**config.mk**
```make
export PLATFORM = sky130hd
export DESIGN_NAME = mem_access_unit
export DESIGN_NICKNAME = d
export VERILOG_FILES = /design/src/rtl/mem_access_unit_pkg.sv /design/src/rtl/mem_lane_align.sv /design/src/rtl/mem_access_unit.sv
export SDC_FILE = /design/constraint.sdc
export NUM_CORES = 1
export LEC_CHECK = 0
export ABC_AREA = 1
export BUFFER_PORTS_ARGS = -buffer_cell sky130_fd_sc_hd__buf_2
export CAP_MARGIN = 15
export CORE_MARGIN = 5
export CORE_UTILIZATION = 56
export DETAILED_ROUTE_END_ITERATION = 10
export PLACE_DENSITY_LB_ADDON = 0.12
export SLEW_MARGIN = 20
export SYNTH_ARGS = -nofsm -noshare
export SYNTH_HDL_FRONTEND = slang
export SYNTH_SLANG_ARGS = --single-unit
```
**constraint.sdc**
```tcl
create_clock -name clk -period 7.79 [get_ports clk]
set_input_delay 0.779 -clock clk [delete_from_list [all_inputs] [get_ports clk]]
set_output_delay 0.779 -clock clk [all_outputs]
set_load 0.1 [all_outputs]
```
**src/rtl/mem_access_unit_pkg.sv**
```systemverilog
// Shared definitions for the memory access unit: pick bit positions, FSM states, lane masks.
// Latency: n/a (types and constants only).
// Backpressure: n/a.
package mem_access_unit_pkg;

  // store_pick bit positions
  localparam int ST_SW  = 0;
  localparam int ST_SH  = 1;
  localparam int ST_SB  = 2;
  localparam int ST_SWL = 3;
  localparam int ST_SWR = 4;
  localparam int STORE_W = 5;

  // load_pick bit positions
  localparam int LD_LB  = 0;
  localparam int LD_LBU = 1;
  localparam int LD_LH  = 2;
  localparam int LD_LHU = 3;
  localparam int LD_LWL = 4;
  localparam int LD_LWR = 5;
  localparam int LD_LW  = 6;
  localparam int LOAD_W = 7;

  // byte-lane write masks
  localparam logic [3:0] LANE_NONE    = 4'b0000;
  localparam logic [3:0] LANE_ALL     = 4'b1111;
  localparam logic [3:0] LANE_LO_HALF = 4'b0011;
  localparam logic [3:0] LANE_HI_HALF = 4'b1100;

  typedef enum logic [1:0] {
    S_IDLE = 2'd0,
    S_REQ  = 2'd1,
    S_WAIT = 2'd2,
    S_RESP = 2'd3
  } state_t;

  // everything about an accepted op that the later states still need
  typedef struct packed {
    logic [STORE_W-1:0] store_pick;
    logic [LOAD_W-1:0]  load_pick;
    logic [1:0]         ofs;
    logic [31:0]        store_data;
    logic [31:0]        rt_old;
  } op_t;

  // true when zero or one bit is set
  function automatic logic at_most_one(input logic [7:0] v);
    return (v & (v - 8'd1)) == 8'd0;
  endfunction

endpackage

```
**src/rtl/mem_lane_align.sv**
```systemverilog
// Byte-lane steering: store enables/data from pick+ofs, load extraction/merge from the read word.
// Latency: purely combinational.
// Backpressure: none; the caller decides when inputs are valid.
module mem_lane_align
  import mem_access_unit_pkg::*;
(
  input  logic [STORE_W-1:0] store_pick,
  input  logic [LOAD_W-1:0]  load_pick,
  input  logic [1:0]         ofs,
  input  logic [31:0]        store_data,
  input  logic [31:0]        rt_old,
  input  logic [31:0]        mem_rdata,
  output logic [3:0]         wen,
  output logic [31:0]        wdata,
  output logic [31:0]        load_data
);

  logic [7:0]  sel_byte;
  logic [15:0] sel_half;

  // place store data on its lanes and raise the matching enables
  always_comb begin
    wen   = LANE_NONE;
    wdata = 32'h0;
    if (store_pick[ST_SW]) begin
      wen   = LANE_ALL;
      wdata = store_data;
    end else if (store_pick[ST_SH]) begin
      wen   = ofs[1] ? LANE_HI_HALF : LANE_LO_HALF;
      wdata = {store_data[15:0], store_data[15:0]};
    end else if (store_pick[ST_SB]) begin
      wen   = 4'b0001 << ofs;
      wdata = {4{store_data[7:0]}};
    end else if (store_pick[ST_SWL]) begin
      case (ofs)
        2'd0: begin wen = 4'b0001; wdata = store_data >> 24; end
        2'd1: begin wen = 4'b0011; wdata = store_data >> 16; end
        2'd2: begin wen = 4'b0111; wdata = store_data >> 8;  end
        default: begin wen = 4'b1111; wdata = store_data;    end
      endcase
    end else if (store_pick[ST_SWR]) begin
      case (ofs)
        2'd0: begin wen = 4'b1111; wdata = store_data;       end
        2'd1: begin wen = 4'b1110; wdata = store_data << 8;  end
        2'd2: begin wen = 4'b1100; wdata = store_data << 16; end
        default: begin wen = 4'b1000; wdata = store_data << 24; end
      endcase
    end
  end

  // pick the addressed byte and half out of the read word
  always_comb begin
    case (ofs)
      2'd0: sel_byte = mem_rdata[7:0];
      2'd1: sel_byte = mem_rdata[15:8];
      2'd2: sel_byte = mem_rdata[23:16];
      default: sel_byte = mem_rdata[31:24];
    endcase
    sel_half = ofs[1] ? mem_rdata[31:16] : mem_rdata[15:0];
  end

  // extend or merge into the write-back value
  always_comb begin
    load_data = 32'h0;
    if (load_pick[LD_LB]) begin
      load_data = {{24{sel_byte[7]}}, sel_byte};
    end else if (load_pick[LD_LBU]) begin
      load_data = {24'h0, sel_byte};
    end else if (load_pick[LD_LH]) begin
      load_data = {{16{sel_half[15]}}, sel_half};
    end else if (load_pick[LD_LHU]) begin
      load_data = {16'h0, sel_half};
    end else if (load_pick[LD_LW]) begin
      load_data = mem_rdata;
    end else if (load_pick[LD_LWL]) begin
      case (ofs)
        2'd0: load_data = {mem_rdata[7:0],  rt_old[23:0]};
        2'd1: load_data = {mem_rdata[15:0], rt_old[15:0]};
        2'd2: load_data = {mem_rdata[23:0], rt_old[7:0]};
        default: load_data = mem_rdata;
      endcase
    end else if (load_pick[LD_LWR]) begin
      case (ofs)
        2'd0: load_data = mem_rdata;
        2'd1: load_data = {rt_old[31:24], mem_rdata[31:8]};
        2'd2: load_data = {rt_old[31:16], mem_rdata[31:16]};
        default: load_data = {rt_old[31:8], mem_rdata[31:24]};
      endcase
    end
  end

endmodule

```
**src/rtl/mem_access_unit.sv**
```systemverilog
// Memory stage unit: one op at a time, word-aligned memory handshake, returns byte-steered write-back data.
// Latency: store resp 2 cycles after accept (zero-wait memory); load resp 1 cycle after mem_rdata_valid.
// Backpressure: req_ready low while busy; request held until mem_req_ready; result held until resp_ready.
module mem_access_unit
  import mem_access_unit_pkg::*;
#(
  parameter int ADDR_W      = 32,
  parameter bit CHECK_ALIGN = 1'b1
) (
  input  logic               clk,
  input  logic               rst,
  input  logic               req_valid,
  output logic               req_ready,
  input  logic [STORE_W-1:0] store_pick,
  input  logic [LOAD_W-1:0]  load_pick,
  input  logic [ADDR_W-1:0]  addr,
  input  logic [31:0]        store_data,
  input  logic [31:0]        rt_old,
  output logic               mem_req_valid,
  input  logic               mem_req_ready,
  output logic [ADDR_W-1:0]  mem_addr,
  output logic [3:0]         mem_wen,
  output logic [31:0]        mem_wdata,
  input  logic               mem_rdata_valid,
  input  logic [31:0]        mem_rdata,
  output logic               resp_valid,
  input  logic               resp_ready,
  output logic [31:0]        resp_data,
  output logic               addr_err
);

  state_t state_q, state_d;
  op_t    op_q, op_d, live_op, align_op;

  logic [ADDR_W-1:0] mem_addr_d;
  logic [3:0]        mem_wen_d;
  logic [31:0]       mem_wdata_d;
  logic [31:0]       resp_data_d;
  logic              addr_err_d;

  logic [3:0]  align_wen;
  logic [31:0] align_wdata;
  logic [31:0] align_load;
  logic        pick_err, misalign, no_op;

  assign live_op = {store_pick, load_pick, addr[1:0], store_data, rt_old};

  // In IDLE the store lanes are built from the live inputs so they can be registered at accept;
  // afterwards the latched op drives the load extraction.
  assign align_op = (state_q == S_IDLE) ? live_op : op_q;

  mem_lane_align u_align (
    .store_pick (align_op.store_pick),
    .load_pick  (align_op.load_pick),
    .ofs        (align_op.ofs),
    .store_data (align_op.store_data),
    .rt_old     (align_op.rt_old),
    .mem_rdata  (mem_rdata),
    .wen        (align_wen),
    .wdata      (align_wdata),
    .load_data  (align_load)
  );

  // classify the incoming op: illegal pick combination, misaligned, or nothing to do
  always_comb begin
    pick_err = !at_most_one({3'b000, store_pick}) || !at_most_one({1'b0, load_pick}) ||
               ((|store_pick) && (|load_pick));
    misalign = CHECK_ALIGN &&
               (((store_pick[ST_SW] || load_pick[LD_LW]) && (addr[1:0] != 2'b00)) ||
                ((store_pick[ST_SH] || load_pick[LD_LH] || load_pick[LD_LHU]) && addr[0]));
    no_op    = (store_pick == '0) && (load_pick == '0);
  end

  // next-state and next-output decode; every register holds unless a state says otherwise
  always_comb begin
    state_d     = state_q;
    op_d        = op_q;
    mem_addr_d  = mem_addr;
    mem_wen_d   = mem_wen;
    mem_wdata_d = mem_wdata;
    resp_data_d = resp_data;
    addr_err_d  = addr_err;
    case (state_q)
      S_IDLE: begin
        if (req_valid) begin
          op_d        = live_op;
          resp_data_d = 32'h0;
          addr_err_d  = 1'b0;
          if (pick_err || misalign) begin
            addr_err_d = 1'b1;
            state_d    = S_RESP;
          end else if (no_op) begin
            state_d = S_RESP;
          end else begin
            mem_addr_d  = {addr[ADDR_W-1:2], 2'b00};
            mem_wen_d   = align_wen;
            mem_wdata_d = align_wdata;
            state_d     = S_REQ;
          end
        end
      end
      S_REQ: begin
        if (mem_req_ready) begin
          state_d = (|op_q.store_pick) ? S_RESP : S_WAIT;
        end
      end
      S_WAIT: begin
        if (mem_rdata_valid) begin
          resp_data_d = align_load;
          state_d     = S_RESP;
        end
      end
      S_RESP: begin
        if (resp_ready) begin
          resp_data_d = 32'h0;
          addr_err_d  = 1'b0;
          state_d     = S_IDLE;
        end
      end
      default: state_d = S_IDLE;
    endcase
  end

  // state register plus the state-decoded handshake outputs, registered from the next state
  always_ff @(posedge clk or posedge rst) begin
    if (rst) begin
      state_q       <= S_IDLE;
      req_ready     <= 1'b1;
      mem_req_valid <= 1'b0;
      resp_valid    <= 1'b0;
    end else begin
      state_q       <= state_d;
      req_ready     <= (state_d == S_IDLE);
      mem_req_valid <= (state_d == S_REQ);
      resp_valid    <= (state_d == S_RESP);
    end
  end

  // latched op and datapath outputs
  always_ff @(posedge clk or posedge rst) begin
    if (rst) begin
      op_q      <= '0;
      mem_addr  <= '0;
      mem_wen   <= LANE_NONE;
      mem_wdata <= 32'h0;
      resp_data <= 32'h0;
      addr_err  <= 1'b0;
    end else begin
      op_q      <= op_d;
      mem_addr  <= mem_addr_d;
      mem_wen   <= mem_wen_d;
      mem_wdata <= mem_wdata_d;
      resp_data <= resp_data_d;
      addr_err  <= addr_err_d;
    end
  end

endmodule

```
Yosys cells after proc, flatten, opt, wreduce, memory -nomap -nowiden:

Index checks and enable logic that the tools add are counted.
W data, S select, Z words.

* register bits after elaboration: 182
* bits in latches: 0
* bits in writable memories: 0
* bits in read-only memories: 0
* input port bits: 146
* output and inout port bits: 104
* logic and storage cells: 104
* memories kept: 0

* add/sub/neg operators: 2
* multiply operators: 0
* divide/modulo/power cells: 0
* magnitude comparators: 0
* equality and inequality tests: 10
* shift-type cells: 1
* multiplexer cells: 43
* bitwise gates (word level): 4
* reduce and logical (&&, ||, !) cells: 30

Operator list (number)
* $mux W32: 15
* $pmux W32 S3: 5
* $mux W78: 1
* $mux W4: 6
* $pmux W8 S3: 1
* $logic_not A8 Y1: 2
* $mux W16: 1
* $mux W2: 6
* $pmux W4 S3: 1
* $reduce_or A5 Y1: 2
* $pmux W3 S3: 1
* $and A5 B8 Y8: 1
* $and A7 B8 Y8: 1
* $eq A2 B2 Y1 const B: 4
* $pmux W2 S4: 1
* $reduce_and A4 Y1: 2
* $sub A7 B1 Y8 const B: 1
* $logic_not A7 Y1: 1
* $logic_or A1 B1 Y1: 7
* $reduce_or A7 Y1: 1
* $eq A2 B1 Y1 const B: 3
* $logic_not A2 Y1: 3
* $ne A2 B2 Y1 const B: 3
* $sub A5 B1 Y6 const B: 1
* 11 further kinds: 20

Longest topological paths before layout:

Gate-level depths: netlist of run 1.

* depth after elaboration: 13
* depth in mapped cells: 18

Hierarchy:

From an unflattened synthesis of run 1, not the netlist that was laid out.

* cells, all modules: 2005
* area, all modules: 12525.8 µm²

Modules (own cells, without submodules)
* mem_access_unit: instances 1, cells each 1012, area an instance 8239.2 µm², sequential area each 4555.6 µm²
* mem_lane_align: instances 1, cells each 993, area an instance 4286.6 µm², sequential area each 0.0 µm²

Worst setup path after synthesis of run 1:

OpenSTA, ideal clock, no wires.

* path type: input-to-reg
* start: in load_pick[3]
* end: reg mem_wen[2]
* setup time: 0.120 ns
* arrival: 2.124 ns
* setup slack: 5.546 ns
* stages on the path: 11
* cell sequence: nor2_1 > nand3_1 > nor2_1 > nor2_1 > nor3_1 > nand4_1 > clkbuf_1 > inv_2 > buf_2 > nand3_1 > o21a_1

* longest elaborated chain between the ends: 9

Ends and longest elaborated chain
* from (decl): line mem_access_unit.sv:15 `input logic [LOAD_W-1:0] load_pick,`
* $sub A7 B1 Y8: line mem_access_unit_pkg.sv:48 `return (v & (v - 8'd1)) == 8'd0;`
* $and A7 B8 Y8: line mem_access_unit_pkg.sv:48
* $logic_not A8 Y1: line mem_access_unit_pkg.sv:48
* $logic_not A1 Y1: line mem_access_unit.sv:66 `pick_err = !at_most_one({3'b000, store_pick}) || !at_most_one({1'b0, load_pick}) ||`
* $logic_or A1 B1 Y1 (2 in series): line mem_access_unit.sv:66
* $logic_or A1 B1 Y1: line mem_access_unit.sv:89 `if (pick_err || misalign) begin`
* $not A1 Y1 (no line)
* $reduce_and A4 Y1 (no line) (*)
* to (signal assigned): line mem_access_unit.sv:151 `mem_wen <= mem_wen_d;`
* to (decl): line mem_access_unit.sv:22 `output logic [3:0] mem_wen,`

Mark *: on every way between the ends. The rest lies on a longest branch, timed or not.
A chain may end at the register's enable or synchronous reset.

Worst setup path in the final report of run 1:

* start: reg state_q[0]
* end: reg mem_wdata[30]

* longest elaborated chain between the ends: 9

Ends and longest elaborated chain
* from (decl): line mem_access_unit.sv:32 `state_t state_q, state_d;`
* from (signal assigned): line mem_access_unit.sv:132 `state_q <= state_d;`
* $logic_not A2 Y1 (*): line mem_access_unit.sv:50, mem_access_unit.sv:83
* $mux W78: line mem_access_unit.sv:50 `assign align_op = (state_q == S_IDLE) ? live_op : op_q;`
* $eq A2 B2 Y1 (tied with other cells): line mem_lane_align.sv:35, mem_lane_align.sv:42
* $pmux W32 S3: line mem_lane_align.sv:42 `case (ofs)`
* $mux W32: line mem_lane_align.sv:41 `end else if (store_pick[ST_SWR]) begin`
* $mux W32: line mem_lane_align.sv:34 `end else if (store_pick[ST_SWL]) begin`
* $mux W32: line mem_lane_align.sv:31 `end else if (store_pick[ST_SB]) begin`
* $mux W32: line mem_lane_align.sv:28 `end else if (store_pick[ST_SH]) begin`
* $mux W32: line mem_lane_align.sv:25 `if (store_pick[ST_SW]) begin`
* to (signal assigned): line mem_access_unit.sv:152 `mem_wdata <= mem_wdata_d;`
* to (decl): line mem_access_unit.sv:23 `output logic [31:0] mem_wdata,`

Marks and branches as above.

==> results of run 1 <==
cells by family (layout without fill, tap and decap cells):
kind of cell    count (synthesis)  after routing  synth area share
simple gates                  997            997             0.328
compound gates                422            422             0.194
flops                         182            182             0.372
other cells                     1              3          0.000306
buf+inv                       297            475             0.105
mux                             1              1          0.000817
worst register-to-register path: stages, from the launching register on:
cell	delay, ns
dfrtp_1	0.48
nor2_8	0.70
buf_4	0.71
nand2_1	0.14
nand2_2	0.70
nand2_4	0.41
inv_2	0.59
nand2_1	0.11
o211ai_1	0.11
a21oi_1	0.11
o21ai_0	0.20
nand2_1	0.07
nand2_1	0.07
nand2_1	0.08
nand2_1	0.07
sequential cells by signal, summed over array words and instances, names as in the netlist:
name	count
mem_wdata	32
resp_data	32
mem_wen	4
op_q	78
mem_addr	30
addr_err	1
state_q	2
req_ready	1
mem_req_valid	1
resp_valid	1
power groups by stage:
stage	logic [mW]	registers (mW)	clock network (mW)
after floorplan	2.91	1.76	0
after global placement	4.34	1.34	0
after detailed placement	4.36	1.35	0
after CTS	4.38	1.34	0.901
after global routing	4.88	1.37	0.937
final	4.49	1.34	0.899
worst min path at each step:
stage,start,to,slack [ns],cells past startpoint
after floorplan,op_q[3]$_DFFE_PP0P_,op_q[3]$_DFFE_PP0P_,0.44,2
after global placement,op_q[0]$_DFFE_PP0P_,op_q[0]$_DFFE_PP0P_,0.45,2
after detailed placement,op_q[3]$_DFFE_PP0P_,op_q[3]$_DFFE_PP0P_,0.46,2
after CTS,op_q[3]$_DFFE_PP0P_,op_q[3]$_DFFE_PP0P_,0.48,2
after global routing,mem_addr[11]$_DFFE_PP0P_,mem_addr[11]$_DFFE_PP0P_,0.50,2
final,mem_addr[16]$_DFFE_PP0P_,mem_addr[16]$_DFFE_PP0P_,0.48,2
area by class of cell:
class | instances | area (um^2) | area share
clock buffers | 17 | 425 | 0.0305
multi-input cells | 1422 | 6440 | 0.462
clock inverters | 15 | 163 | 0.0117
well taps | 280 | 350 | 0.0251
flip-flops and latches | 182 | 4560 | 0.326
repair buffers | 258 | 1320 | 0.0945
inverters | 185 | 702 | 0.0503
diodes | 1 | 2.50 | 0.000179
cells in the final DEF (no fill, tap or decap), types with 3 or more instances in the layout:
| master | instances |
|---|---|
| a21boi_1 | 9 |
| a21oi_1 | 84 |
| a22oi_1 | 7 |
| a32oi_1 | 3 |
| buf_2 | 247 |
| buf_4 | 11 |
| clkbuf_16 | 17 |
| clkinv_1 | 5 |
| clkinv_8 | 4 |
| dfrtp_1 | 181 |
| inv_1 | 151 |
| inv_2 | 28 |
| inv_6 | 5 |
| nand2_1 | 793 |
| nand2_2 | 5 |
| nand2_4 | 4 |
| nand3_1 | 98 |
| nand4_1 | 7 |
| nor2_1 | 61 |
| nor2_2 | 3 |
| nor2_4 | 6 |
| nor3_1 | 9 |
| o211ai_1 | 15 |
| o21a_1 | 3 |
| o21ai_0 | 153 |
| o21ai_1 | 84 |
| o21ai_2 | 14 |
| o21ai_4 | 3 |
| o22ai_1 | 36 |
| or2_2 | 5 |
per-layer routing:
metal	track usage	part of all wire
met5	0	0
met4	0.230	0.075
met2	0.553	0.46
met1	0.445	0.38
met3	0.0574	0.082
==> results.md, run 1 <==
- Outcome: completed
- Die area: roughly 0.025 mm^2
- Via/cell ratio: 5.73
- Worst vdd ir: 0.000270 V
- Register share of total power: 0.199
- Buf+Inv Stages, Crit Path: 2
- Core Area: roughly 0.022 mm^2
- Fill cells: 2,049
- Power share of the clock group: 0.134
- Non-filler instance count after layout: 2,360
- Crit path to: mem_wdata[30]$_DFFE_PP0P_
- Clock Skews: 0.0149 ns
- Total GRT Usage: 0.350
- Power share of the combinational group: 0.667
- Yosys top cell by area: dfrtp_1
- Total gr overflow: 0
- Post-CTS sizing: 0
- Fin util: 0.644
- Synthesized instance count: between 1,500 and 2,000
- Die H: 158 um
- R2R Setup Slk: 3.18 ns
- Pins Over Slew Limit: 0
- Hold_ws: 0.477 ns
- Reg clk slew, reported paths: 0.08 ns
- DRC violations left: 0
- Internal power: roughly 2.8 mW
- Sw frac: 0.590
- Cells on worst reg2reg path: 14
- CTS tree: yes
- Final Cycle Share: 0.591
- Per-cell routed wire length: ~19 um
- Sum Neg Setup Slack: 0 ns
- NumNets Final: 2,212
- Final Hold Fails: 0
- FF-to-FF Start: state_q[0]$_DFF_PP0_
- Detailed placement HPWL: 30.7 mm
- Final setup viols: 0
- Total power: a little under 7 mW
- Relative slew margins: 0.288
- Die W: 158 um
- Synth cell count leaders: nand2_1 (793), dfrtp_1 (181), inv_1 (153), o21ai_0 (153), nand3_1 (98)
- Share of the synthesized area in the top cell type: 0.370
- Vias post-DR: 13,500
- Top_reg_cell synth: dfrtp_1
- Sink Count: ~180
- Final antenna-violating net count: 0
- CP most frequent cell: nand2_1
- Clk Latency, worst-skew pair: about 0.45 ns
- Final wirelength: 43.9 mm
- Count leader, synth: nand2_1
- Vias in the first global route: 12,800
- Top post-synthesis cells by area: dfrtp_1 (37%), nand2_1 (24%), o21ai_0 (6.3%)
- Max-Cap Viols: 0
- Number of port buffers: 247
- Critical-path top delay cell: nor2_8
- Row cnt: between 50 and 60
- Slew @ Worst Pin: 1.06 ns
- Setup repair bufs after CTS: 0
- Min Tclk post-route: 4.61 ns
- CTS Hold Bufs: 0
- Worst setup margin: 3.18 ns
- Arrival time worst endpoint: 4.99 ns
- Yosys warning total: 0
- P_sw: 3.97 mW
- FFs w/ async S/R, synth: 1.00
- Synth cell types: 45
- Worst setup path startpoint: state_q[0]$_DFF_PP0_
- Crit-path max FO: 72
- Critical path cell sequence: nor2_8 -> buf_4 -> nand2_1 -> nand2_2 -> nand2_4 -> inv_2 -> nand2_1 -> o211ai_1 -> a21oi_1 -> o21ai_0 -> nand2_1 -> nand2_1 -> nand2_1 -> nand2_1
- Leak Pwr: 7.58 nW
- Synth Register Bits: 182
- Syn Area/Cell: 6.45 um^2
- Post-route cell area: between 0.01 and 0.015 mm^2
- CP peak stage delay: around 0.7 ns
- Crit path capture type: register
- Pwr dens: 482 mW/mm^2
- Placed instance area: 0.0134 mm^2
- Placer congestion estimate: 0.979
- CTS root buf: clkbuf_16
- H-tree depth: 4
- Placed insts: 2,327
- Cell family with most CP delay: simple AND/OR/NAND/NOR gates
- Startpoint types: register
- Synthesized cell area: 0.0123 mm^2
- Setup slack at placement: 3.36 ns
- RSZ-0062 raised after global routing: no
- First-pass detailed-route iteration total: 7
- Crit path required time: ~8.2 ns
- # IOs: 250
- Max Clk Rate: approximately 220 MHz
- TritonCTS buffer count: 17
- Synth-to-Final Area Change: 14.0%
- Setup CP Type: register to register
- Share of layout cells above drive strength 1: 0.175
- Sequential fraction of the synthesis area: 0.372
- WP depth: 14
- Max Root-Sink Buffers: 2
- Hold Crit Class: register to register
- Number of synthesized flops with an enable pin: 0
- Largest net degree at the start of global routing: 111
- First-pass GRT wire length: just under 70 mm
- Worst r2r dst: mem_wdata[30]$_DFFE_PP0P_
- Initial antenna violation count: 1
- DRT iter0 DRCs: 1,590
- Initial Utilization: 0.565
No activity file was read; power rests on OpenSTA's default activity.
==> run 2: changes to the inputs <==
ABC_AREA = 0   (was 1)
clock period = 4.6 ns   (was 7.79 ns; I/O delays follow)
==> results.md, run 2 <==
- Final wirelength: 45.0 mm (was 43.9 mm)
- Synth Register Bits: 182 (unchanged)
- Final antenna-violating net count: 0 (unchanged)
- Max Clk Rate: 274 MHz (was 217 MHz)
- Total GRT Usage: 0.363 (was 0.350)
- Count leader, synth: nand2_1 (unchanged)
- Sw frac: 0.536 (was 0.590)
- Sum Neg Setup Slack: 0 ns (unchanged)
- Die W: 155 um (was 158 um)
- Via/cell ratio: 6.51 (was 5.73)
- Row cnt: 53 (was 54)
- Final setup viols: 0 (unchanged)
- Placed instance area: 0.0132 mm^2 (was 0.0134 mm^2)
- Sequential fraction of the synthesis area: 0.385 (was 0.372)
- Synth-to-Final Area Change: 17.3% (was 14.0%)
- Sink Count: 182 (unchanged)
- # IOs: 250 (unchanged)
- First-pass detailed-route iteration total: 6 (was 7)
- Setup CP Type: register to register (unchanged)
- Non-filler instance count after layout: 1,944 (was 2,360)
- Reg clk slew, reported paths: 0.08 ns (about the same)
- Clk Latency, worst-skew pair: 0.45 ns (about the same)
- Die area: 0.0241 mm^2 (was 0.0249 mm^2)
- Worst vdd ir: 0.000488 V (was 0.000270 V)
- CTS Hold Bufs: 0 (unchanged)
- Pins Over Slew Limit: 0 (unchanged)
- Largest register FFs: 78 (unchanged)
- Pwr dens: 771 mW/mm^2 (was 482 mW/mm^2)
- Arrival time worst endpoint: 4.03 ns (was 4.99 ns)
- Syn Area/Cell: 8.08 um^2 (was 6.45 um^2)
- Share of the synthesized area in the top cell type: 0.383 (was 0.370)
- Biggest regs: op_q x78, mem_wdata x32, resp_data x32 (unchanged)
- DRC violations left: 0 (unchanged)
- Internal power: 4.96 mW (was 2.76 mW)
- Placed insts: 1,912 (was 2,327)
- FFs w/ async S/R, synth: 1.00 (unchanged)
- Synthesized instance count: 1,465 (was 1,900)
- Synth cell types: 73 (was 45)
- Detailed placement HPWL: 32.3 mm (was 30.7 mm)
- Per-cell routed wire length: 23.1 um (was 18.6 um)
- Power share of the combinational group: 0.623 (was 0.667)
- CTS root buf: clkbuf_16 (unchanged)
- Min Tclk post-route: 3.65 ns (was 4.61 ns)
- Largest Register: op_q (unchanged)
- Number of port buffers: 247 (unchanged)
- Vias in the first global route: 11,800 (was 12,800)
- Initial Utilization: 0.567 (was 0.565)
- Most common cell after layout, fill and taps aside: nand2_1 (unchanged)
- First-pass GRT wire length: 68.8 mm (unchanged)
- Power share of the clock group: 0.151 (was 0.134)
- Initial antenna violation count: 1 (unchanged)
- Crit path required time: 4.98 ns (was 8.17 ns)
- Setup repair bufs after CTS: 0 (unchanged)
- P_sw: 5.74 mW (was 3.97 mW)
- TritonCTS buffer count: 17 (unchanged)
- Total gr overflow: 0 (unchanged)
- Antenna Cells: 0 (was 1)
- Final Hold Fails: 0 (unchanged)
- Hold Crit Class: primary input to register (was register to register)
- CTS tree: yes (unchanged)
- H-tree depth: 4 (unchanged)
- Vias post-DR: 12,700 (was 13,500)
- Most frequent cells in the layout: nand2_1 (456), buf_2 (247), dfrtp_1 (181) (was nand2_1 (793), buf_2 (247), dfrtp_1 (181))
- Post-CTS sizing: 0 (unchanged)
- Top_reg_cell synth: dfrtp_1 (unchanged)
- Share of layout cells above drive strength 1: 0.237 (was 0.175)
- NumNets Final: 1,802 (was 2,212)
- Slew @ Worst Pin: 1.16 ns (was 1.06 ns)
- Max Root-Sink Buffers: 2 (unchanged)
- DRT iter0 DRCs: 1,719 (was 1,590)
- RSZ-0062 raised after global routing: no (unchanged)
- Crit path capture type: register (unchanged)
- Total power: 10.7 mW (was 6.73 mW)
- Crit-path max FO: 35 (was 72)
- Synthesized cell area: 0.0118 mm^2 (was 0.0123 mm^2)
- Register share of total power: 0.225 (was 0.199)
- Max-Cap Viols: 0 (unchanged)
- Clock Skews: 0.0180 ns (was 0.0149 ns)
- Startpoint types: register (unchanged)
- Synth cell count leaders: nand2_1 (457), dfrtp_1 (181), o21ai_0 (82) (was nand2_1 (793), dfrtp_1 (181), inv_1 (153), o21ai_0 (153), nand3_1 (98))
- Die H: 155 um (was 158 um)
- Relative slew margins: 0.223 (was 0.288)
- Largest net degree at the start of global routing: 183 (was 111)
- Number of synthesized flops with an enable pin: 0 (unchanged)
- Outcome: completed (unchanged)
- Post-route cell area: 0.0139 mm^2 (was 0.0140 mm^2)
- Final Cycle Share: 0.794 (was 0.591)
- Top post-synthesis cells by area: dfrtp_1 (38%), nand2_1 (14%), mux2i_1 (6.2%) (was dfrtp_1 (37%), nand2_1 (24%), o21ai_0 (6.3%))
- Leak Pwr: 6.79 nW (was 7.58 nW)
- Yosys warning total: 0 (unchanged)
- Placer congestion estimate: 1.01 (was 0.979)
- Core Area: 0.0209 mm^2 (was 0.0217 mm^2)
- Yosys top cell by area: dfrtp_1 (unchanged)
run 2: power groups by stage:
stage,Clock [mW],Sequential (mW),Combinational [mW]
after floorplan,0,3.03,3.97
after global placement,0,2.41,6.35
after detailed placement,0,2.42,6.40
after CTS,1.63,2.39,6.43
after global routing,1.70,2.46,7.03
final,1.62,2.41,6.67
run 2: cell type report:
type | count | area [um^2]
inverter | 10 | 41.3
sequential | 182 | 4560
multi-input combinational | 1162 | 6770
fill | 1818 | 7010
clock buffer | 17 | 425
timing repair buffer | 283 | 1530
tap | 275 | 344
clock inverter | 15 | 219
run 2: logic make-up after synthesis:
logic type,count (synthesis),synth area share
DFF,182,0.385
muxes,109,0.103
and+or+nand+nor,642,0.226
AOI/OAI and AO/OA,408,0.239
adders and majority gates,1,0.000846
other,1,0.000317
buffers and inverters,122,0.0463
run 2: metal layers:
layer,global-route usage,up-vias,share of wire
met2,0.500,898,0.41
met5,0,-,0.00044
met3,0.105,113,0.13
met4,0.101,2,0.026
met1,0.556,5980,0.44
li1,-,5664,-
run 2: path summary, 6_finish.rpt:
check,start,to,slack (ns),cells past startpoint
worst max register to register,state_q[1]$_DFF_PP0_,resp_data[31]$_DFFE_PP0P_,0.95,7
min in group asynchronous,rst,mem_addr[5]$_DFFE_PP0P_,0.33,3
worst min-delay path,addr[22],mem_addr[22]$_DFFE_PP0P_,0.21,3
worst max-delay path,state_q[1]$_DFF_PP0_,resp_data[31]$_DFFE_PP0P_,0.95,7
worst min register to register,mem_addr[22]$_DFFE_PP0P_,mem_addr[22]$_DFFE_PP0P_,0.46,2
max in group asynchronous,rst,state_q[1]$_DFF_PP0_,3.57,3
run 2: through the flow:
stage	hold WS, ns	util	setup slack, ns
floorplan	0.445	-	1.80
global placement	0.443	0.634	1.15
detailed placement	0.450	0.634	1.11
CTS	0.201	0.665	1.09
global route	0.212	0.665	0.749
finish	0.208	0.665	0.949
run 2: critical path, stage by stage, from the launching register on:
cell,delay (ns)
dfrtp_1,0.68
or2_2,0.70
buf_4,0.37
o21ai_2,0.11
o21ai_1,0.92
a222oi_1,0.40
o21bai_1,0.26
a22o_1,0.15
